## src/rtl/ts_gen_ml.sv

```systemverilog
`default_nettype none
// +----------------------------------------------------------------------------+
// | Module   : ts_gen_ml                                                       |
// | Purpose  : Multi-lane TS1/TS2 ordered-set generator with valid/ready output |
// |            and update/ack/stop control. Macro TS_GEN_SKP_EN inserts SKP     |
// |            beats every SKP_INTERVAL accepted TS beats.                      |
// | Revision : 1.0                                                             |
// +----------------------------------------------------------------------------+
module ts_gen_ml #(
    parameter int         LANES        = 4,
    parameter int         CNT_W        = 16,
    parameter logic [5:0] RATE_SUPPORT = 6'b000010,
    parameter int         SKP_INTERVAL = 8
) (
    input  logic                 clk,
    input  logic                 rst,
    input  logic                 cfg_ts_type,
    input  logic [7:0]           cfg_link_num,
    input  logic                 cfg_link_pad,
    input  logic                 cfg_lane_pad,
    input  logic [7:0]           cfg_n_fts,
    input  logic [7:0]           cfg_train_ctrl,
    input  logic [CNT_W-1:0]     cfg_target,
    input  logic                 ts_update,
    output logic                 ts_update_ack,
    input  logic                 ts_stop,
    output logic [CNT_W-1:0]     ts_sent_cnt,
    output logic                 ts_sent_enough,
    output logic                 ts_valid,
    input  logic                 ts_ready,
    output logic [LANES*128-1:0] ts
);

    typedef enum logic [0:0] {
        ST_IDLE = 1'b0,
        ST_SEND = 1'b1
    } state_t;

`ifdef TS_GEN_SKP_EN
    localparam bit SKP_EN = 1'b1;
`else
    localparam bit SKP_EN = 1'b0;
`endif

    localparam int                   SKP_CW   = $clog2(SKP_INTERVAL + 1);
    localparam logic [SKP_CW-1:0]    SKP_LAST = SKP_CW'(SKP_INTERVAL - 1);
    localparam logic [LANES*128-1:0] SKP_BEAT = {LANES{8'hBC, {15{8'h1C}}}};

    function automatic logic [LANES*128-1:0] build_ts(
        input logic       ts2,
        input logic [7:0] link_num,
        input logic       link_pad,
        input logic       lane_pad,
        input logic [7:0] n_fts,
        input logic [7:0] train_ctrl
    );
        logic [LANES*128-1:0] beat;
        logic [7:0]           fill;
        beat = '0;
        fill = ts2 ? 8'h45 : 8'h4A;
        for (int l = 0; l < LANES; l++) begin
            beat[128*l +: 128] = {8'hBC,
                                  link_pad ? 8'hF7 : link_num,
                                  lane_pad ? 8'hF7 : 8'(l),
                                  n_fts,
                                  {2'b00, RATE_SUPPORT},
                                  train_ctrl,
                                  {10{fill}}};
        end
        return beat;
    endfunction

    state_t               state_q, state_d;
    logic                 ack_q, ack_d;
    logic                 valid_q, valid_d;
    logic                 enough_q, enough_d;
    logic                 loaded_q, loaded_d;
    logic [CNT_W-1:0]     cnt_q, cnt_d;
    logic [CNT_W-1:0]     target_q, target_d;
    logic                 ts_type_q, ts_type_d;
    logic [7:0]           link_num_q, link_num_d;
    logic                 link_pad_q, link_pad_d;
    logic                 lane_pad_q, lane_pad_d;
    logic [7:0]           n_fts_q, n_fts_d;
    logic [7:0]           train_ctrl_q, train_ctrl_d;
    logic [SKP_CW-1:0]    skp_cnt_q, skp_cnt_d;
    logic                 skp_pend_q, skp_pend_d;
    logic [LANES*128-1:0] ts_q, ts_d;

    logic stalled;
    logic xfer;
    logic update_req;
    logic stop_now;
    logic load;

    always_comb begin
        stalled    = valid_q & ~ts_ready;
        xfer       = valid_q & ts_ready;
        // An update seen while ack is still high is the tail of the request just served.
        update_req = ts_update & ~ack_q;
        stop_now   = (state_q == ST_SEND) & ts_stop & ~stalled;
        load       = update_req & ~stop_now & ((state_q == ST_IDLE) | ~stalled);

        state_d      = state_q;
        ack_d        = 1'b0;
        valid_d      = valid_q;
        loaded_d     = loaded_q;
        cnt_d        = cnt_q;
        target_d     = target_q;
        ts_type_d    = ts_type_q;
        link_num_d   = link_num_q;
        link_pad_d   = link_pad_q;
        lane_pad_d   = lane_pad_q;
        n_fts_d      = n_fts_q;
        train_ctrl_d = train_ctrl_q;
        skp_cnt_d    = skp_cnt_q;
        skp_pend_d   = skp_pend_q;
        ts_d         = ts_q;
        enough_d     = loaded_q & (enough_q | (cnt_q >= target_q));

        if (xfer) begin
            if (skp_pend_q) begin
                skp_pend_d = 1'b0;
                ts_d       = build_ts(ts_type_q, link_num_q, link_pad_q, lane_pad_q,
                                      n_fts_q, train_ctrl_q);
            end else begin
                if (cnt_q != {CNT_W{1'b1}}) begin
                    cnt_d = cnt_q + 1'b1;
                end
                if (SKP_EN && (skp_cnt_q == SKP_LAST)) begin
                    skp_cnt_d  = '0;
                    skp_pend_d = 1'b1;
                    ts_d       = SKP_BEAT;
                end else begin
                    skp_cnt_d = skp_cnt_q + 1'b1;
                end
            end
        end

        case (state_q)
            ST_IDLE: begin
                valid_d = 1'b0;
            end
            ST_SEND: begin
                if (stop_now) begin
                    state_d = ST_IDLE;
                    valid_d = 1'b0;
                end
            end
            default: begin
                state_d = ST_IDLE;
                valid_d = 1'b0;
            end
        endcase

        if (load) begin
            state_d      = ST_SEND;
            ack_d        = 1'b1;
            valid_d      = 1'b1;
            loaded_d     = 1'b1;
            cnt_d        = '0;
            enough_d     = 1'b0;
            target_d     = cfg_target;
            ts_type_d    = cfg_ts_type;
            link_num_d   = cfg_link_num;
            link_pad_d   = cfg_link_pad;
            lane_pad_d   = cfg_lane_pad;
            n_fts_d      = cfg_n_fts;
            train_ctrl_d = cfg_train_ctrl;
            skp_cnt_d    = '0;
            skp_pend_d   = 1'b0;
            ts_d         = build_ts(cfg_ts_type, cfg_link_num, cfg_link_pad, cfg_lane_pad,
                                    cfg_n_fts, cfg_train_ctrl);
        end
    end

    always_ff @(posedge clk or posedge rst) begin
        if (rst) begin
            state_q      <= ST_IDLE;
            ack_q        <= 1'b0;
            valid_q      <= 1'b0;
            enough_q     <= 1'b0;
            loaded_q     <= 1'b0;
            cnt_q        <= '0;
            target_q     <= '0;
            ts_type_q    <= 1'b0;
            link_num_q   <= '0;
            link_pad_q   <= 1'b0;
            lane_pad_q   <= 1'b0;
            n_fts_q      <= '0;
            train_ctrl_q <= '0;
            skp_cnt_q    <= '0;
            skp_pend_q   <= 1'b0;
            ts_q         <= '0;
        end else begin
            state_q      <= state_d;
            ack_q        <= ack_d;
            valid_q      <= valid_d;
            enough_q     <= enough_d;
            loaded_q     <= loaded_d;
            cnt_q        <= cnt_d;
            target_q     <= target_d;
            ts_type_q    <= ts_type_d;
            link_num_q   <= link_num_d;
            link_pad_q   <= link_pad_d;
            lane_pad_q   <= lane_pad_d;
            n_fts_q      <= n_fts_d;
            train_ctrl_q <= train_ctrl_d;
            skp_cnt_q    <= skp_cnt_d;
            skp_pend_q   <= skp_pend_d;
            ts_q         <= ts_d;
        end
    end

    assign ts_update_ack  = ack_q;
    assign ts_valid       = valid_q;
    assign ts_sent_cnt    = cnt_q;
    assign ts_sent_enough = enough_q;
    assign ts             = ts_q;

endmodule
`default_nettype wire

```

## config.mk

```make
export PLATFORM = sky130hd
export DESIGN_NAME = ts_gen_ml
export DESIGN_NICKNAME = d
export VERILOG_FILES = /design/src/rtl/ts_gen_ml.sv
export SDC_FILE = /design/constraint.sdc
export NUM_CORES = 1
export LEC_CHECK = 0
export CORE_AREA = 3 3 222 224
export CTS_CLUSTER_SIZE = 8
export DETAILED_ROUTE_END_ITERATION = 12
export DIE_AREA = 0 0 225 227
export HOLD_SLACK_MARGIN = 0.06
export PLACE_DENSITY = 0.45
export SLEW_MARGIN = 20
export SYNTH_ARGS = -nofsm -noshare
export SYNTH_HDL_FRONTEND = slang
export SYNTH_SLANG_ARGS = --single-unit
```

## constraint.sdc

```tcl
create_clock -name clk -period 3.3 [get_ports clk]
set_clock_uncertainty 0.2 [all_clocks]
set_input_delay 0.825 -clock clk [delete_from_list [all_inputs] [get_ports clk]]
set_output_delay 0.825 -clock clk [all_outputs]
set_load 0.03 [all_outputs]
```

### Word-level counts from Yosys, hierarchy flattened

Cells that the tools add are included.

* bits in registers: 577
* output and inout bits: 531
* word-level logic and storage cells: 69

* $add $sub $neg: 1
* order comparisons: 1
* equality and inequality tests: 3
* multiplexer cells: 29
* bitwise logic cells: 15
* reductions and logical operators: 5

Operators with widths (count)
* two-way mux 512 bit: 3
* two-way mux 8 bit: 10
* two-way mux 16 bit: 4
* adder 16 x 1 -> 16 bit, second input constant: 1
* greater-or-equal comparator 16 bit: 1
* inequality test 16 bit, second input constant: 1
* two-way mux 1 bit: 9
* bitwise AND 1 bit: 8
* two-way mux 4 bit: 2
* nonzero test 2 bit: 3
* NOT 1 bit: 5
* inequality test 3 x 1 -> 1 bit, second input constant: 1
* AND reduction 3 bit: 1
* inequality test 2 x 1 -> 1 bit, second input constant: 1
* OR 1 bit: 2
* case mux 1 bit (2 select lines): 1
* AND reduction 2 bit: 1

### Logic depth before layout (Yosys ltp)

* word-level depth: 9
* mapped depth: 6
* depth with buffers taken out: 6

### Least setup slack after synthesis

Ideal clock, no wire load.

* path kind: register -> output
* start point: reg, netlist name ts[458]
* end point: out ts[10]
* arrival: 2.034 ns
* required time: 2.275 ns
* setup slack: 0.241 ns
* cell stages (with the launch flop): 2
* path through: dfrtp_1 -> buf_4

RTL lines
* end: declaration: RTL line 31 `output logic [LANES*128-1:0] ts`

==> results.toml <==
[status]
outcome = "complete, no violations"

[clock_network]
cts_buffers = 9
cts_tree = "done"
cts_setup_buffers = 0
cts_root_buf = "clkbuf_16"
cts_resized = 0
htree_levels = 3
clk_path_buf_depth = 2
cts_hold_buffers = 0
cts.sink_count = 65
clk-insertion-delay-late_ns = 0.34
clk_pin_slew_ns = 0.06

[grt]
antenna_found_initial = 1
grt_pass1_wl_um = 25900
track_usage_pct = 6.80
grt_overflow = 0
grt_pass1_vias = 3855
grt_max_degree = 70

[pwr]
p_int_mw = 3.77
powerDensity_mw_per_mm2 = 877
leakage_nw = 3.76
switching_share_pct = 52.7
p_comb_share_pct = 70.6
ir_drop_mv = 0.290
p_seq_share_pct = 16.0
clkPwrFrac_pct = 13.4
power.switching_mw = 4.19

[job]
drv_cap = 0

[synth]
ys_ff_latch = 65
synth.avg_cell_area_um2 = 8.62
ys_types = 46
synthTopCellsByArea = "buf_4 (54%), dfrtp_1 (24%), mux2_1 (3.1%), ha_1 (3.1%), o21ai_1 (1.8%)"
syn_inst = 791
synth_top_area_share_pct = 53.6
yosys.area.top_type = "buf_4"
syn_area_mm2 = 0.00682
yosysSeqAreaShare_pct = 23.9
yosys_warnings = 0

[setup_path]
cp_max_fo = 45
start_kind = "register"
worstPathRequired_ns = 2.27
worstPathArrival_ns = 2.08
crit_path_end_kind = "output port"
path_class = "reg -> out"

[min_path]
holdCritPathClass = "reg -> reg"

[finish]
diodes = 0
syn_to_final_growth_pct = 33.1
final_nets = 955
layout-drive-gt1-share_pct = 4.47
n_fill_cell = 5193

[detailed_routing]
routedWlPerCell_um = 13.0
first_iter_violations = 175
drt-vias-per-instance = 2.97
postRouteAntennaNets = 0
drcViolationCount = 0
dr_total_vias = 4488
wirelength_um = 19700
first_pass_iters = 4

[floorplan]
ios = 579
start_util_pct = 14.3
dieHeight_um = 227
die_w_um = 225
die_area_mm2 = 0.0511
core_area_mm2 = 0.0475
rows = 80

[timing]
rsz0062_at_grt = "false"
max_freq_mhz = 322
max_slew.worst_pin.slew_ns = 0.638
fin_crit_ns = 3.10
whs_ns = 0.286
fin_tns_setup_ns = 0
fin_crit_sh_pct = 94.0
final_max_slew_viol_count = 0
setup_viol = 0
finalHoldViolations = 0
slew_headroom_pct = 57.5

[placed_design]
place_congestion = 0.720
port_buffers = 414
dp_hpwl_um = 15900
## per-stage QoR
step / instance area (µm²) / power (mW) / instances / utilization, % / setup WS, ns
3_3_place_gp: 8760 / 6.99 / 1494 / 18.4 / 0.371
2_1_floorplan: 7430 / 5.96 / 954 / - / 0.241
6_report: 9080 / 7.97 / 1509 / 19.1 / 0.197
4_1_cts: 9080 / 8.11 / 1509 / 19.1 / 0.124
3_5_place_dp: 8760 / 7.00 / 1494 / 18.4 / 0.356
5_1_grt: 9080 / 8.34 / 1509 / 19.1 / 0.0325
## cell type report
type / instances / area (µm²) / area share, %
inverters: 24 / 91.3 / 1.01
flip-flops and latches: 65 / 1630 / 18.0
clock inverters: 6 / 92.6 / 1.02
multi-input cells: 364 / 2000 / 22.0
well taps: 615 / 769 / 8.48
repair buffers: 426 / 4270 / 47.1
clock buffers: 9 / 225 / 2.48
## worst max-delay path, cell delays in order, from the launching register on
cell             delay [ns]
dfrtp_2                0.74
buf_12                 0.27
clkdlybuf4s50_1        0.71
## flip-flops by register name (all words and copies together) (netlist names)
register / cells
target_q: 16
ts_valid: 1
ts_sent_enough: 1
ts_update_ack: 1
loaded_q: 1
state_q: 1
ts_sent_cnt: 16
ts: 28
## cells in the final DEF (no fill, tap or decap), types with 6 or more instances in the layout
cell type	Yosys	routed
clkdlybuf4s50_1	0	414
conb_1	1	164
dfrtp_1	65	62
o21ai_1	25	25
inv_1	23	22
o21ai_0	22	22
mux2_1	19	19
nand3_1	19	19
ha_1	17	17
nor2_1	13	13
a21oi_1	13	13
nand2_1	11	11
clkbuf_16	0	9
buf_4	487	9
nand2b_1	7	7
o31ai_1	6	6
## power by group through the flow
stage | Sequential, mW | Combinational (mW) | Clock (mW)
finish | 1.27 | 5.62 | 1.07
floorplan | 1.52 | 4.44 | 0
global route | 1.33 | 5.86 | 1.15
global placement | 1.29 | 5.70 | 0
detailed placement | 1.31 | 5.69 | 0
CTS | 1.30 | 5.70 | 1.12
## metal layers
metal  track usage [%]  vias up  wire [µm]
met4              1.78        2        194
met1              8.65     2114       8240
met3              1.81       15       1410
li1                  -     2106          -
met5                 0        -         13
met2              11.5      251       9820
## worst paths after layout
check	from	end	slack [ns]	cells after the start
worst max-delay path	ts[458]$_DFFE_PP0P_	ts[328]	0.20	2
worst min-delay path	ts[509]$_DFFE_PP0P_	ts[509]$_DFFE_PP0P_	0.29	1
worst max register to register	ts_sent_cnt[1]$_DFFE_PP0P_	ts_sent_cnt[2]$_DFFE_PP0P_	0.90	5
worst min register to register	ts[509]$_DFFE_PP0P_	ts[509]$_DFFE_PP0P_	0.29	1
max in group asynchronous	rst	ts[496]$_DFFE_PP0P_	1.63	3
min in group asynchronous	rst	target_q[15]$_DFFE_PP0P_	0.66	2
## Yosys cell counts (all sizes together)
| cell type | number |
|---|---|
| nand4 | 6 |
| o211a | 1 |
| o311a | 1 |
| and4 | 3 |
| nand2b | 7 |
| nor3 | 5 |
| and2 | 1 |
| nor4 | 1 |
| a21boi | 1 |
| o22ai | 1 |
| nor2 | 14 |
| mux2i | 2 |
| o21ai | 48 |
| or3 | 3 |
| inv | 24 |
| or4 | 5 |
| a2111oi | 1 |
| or2 | 1 |
| dfrtp | 65 |
| o31ai | 6 |
| mux2 | 19 |
| nand2 | 12 |
| a41oi | 2 |
| buf | 495 |
| a31oi | 2 |
| a311oi | 1 |
| o221ai | 1 |
| ha | 17 |
| clkbuf | 6 |
| a2111o | 1 |
| a21oi | 13 |
| conb | 1 |
| nand3 | 20 |
| nor2b | 2 |
| o21ba | 1 |
| o2111ai | 1 |
| o21a | 1 |
## logic make-up after synthesis
| kind of cell | Yosys count | share of synthesized area [%] |
|---|---|---|
| other | 1 | 0.0550 |
| adders and majority gates | 17 | 3.12 |
| AOI/OAI and AO/OA | 82 | 7.06 |
| muxes | 21 | 3.43 |
| and+or+nand+nor | 80 | 6.64 |
| buffers and inverters | 525 | 55.8 |
| DFF | 65 | 23.9 |
Note: power is estimated with default switching activity, not from simulation.
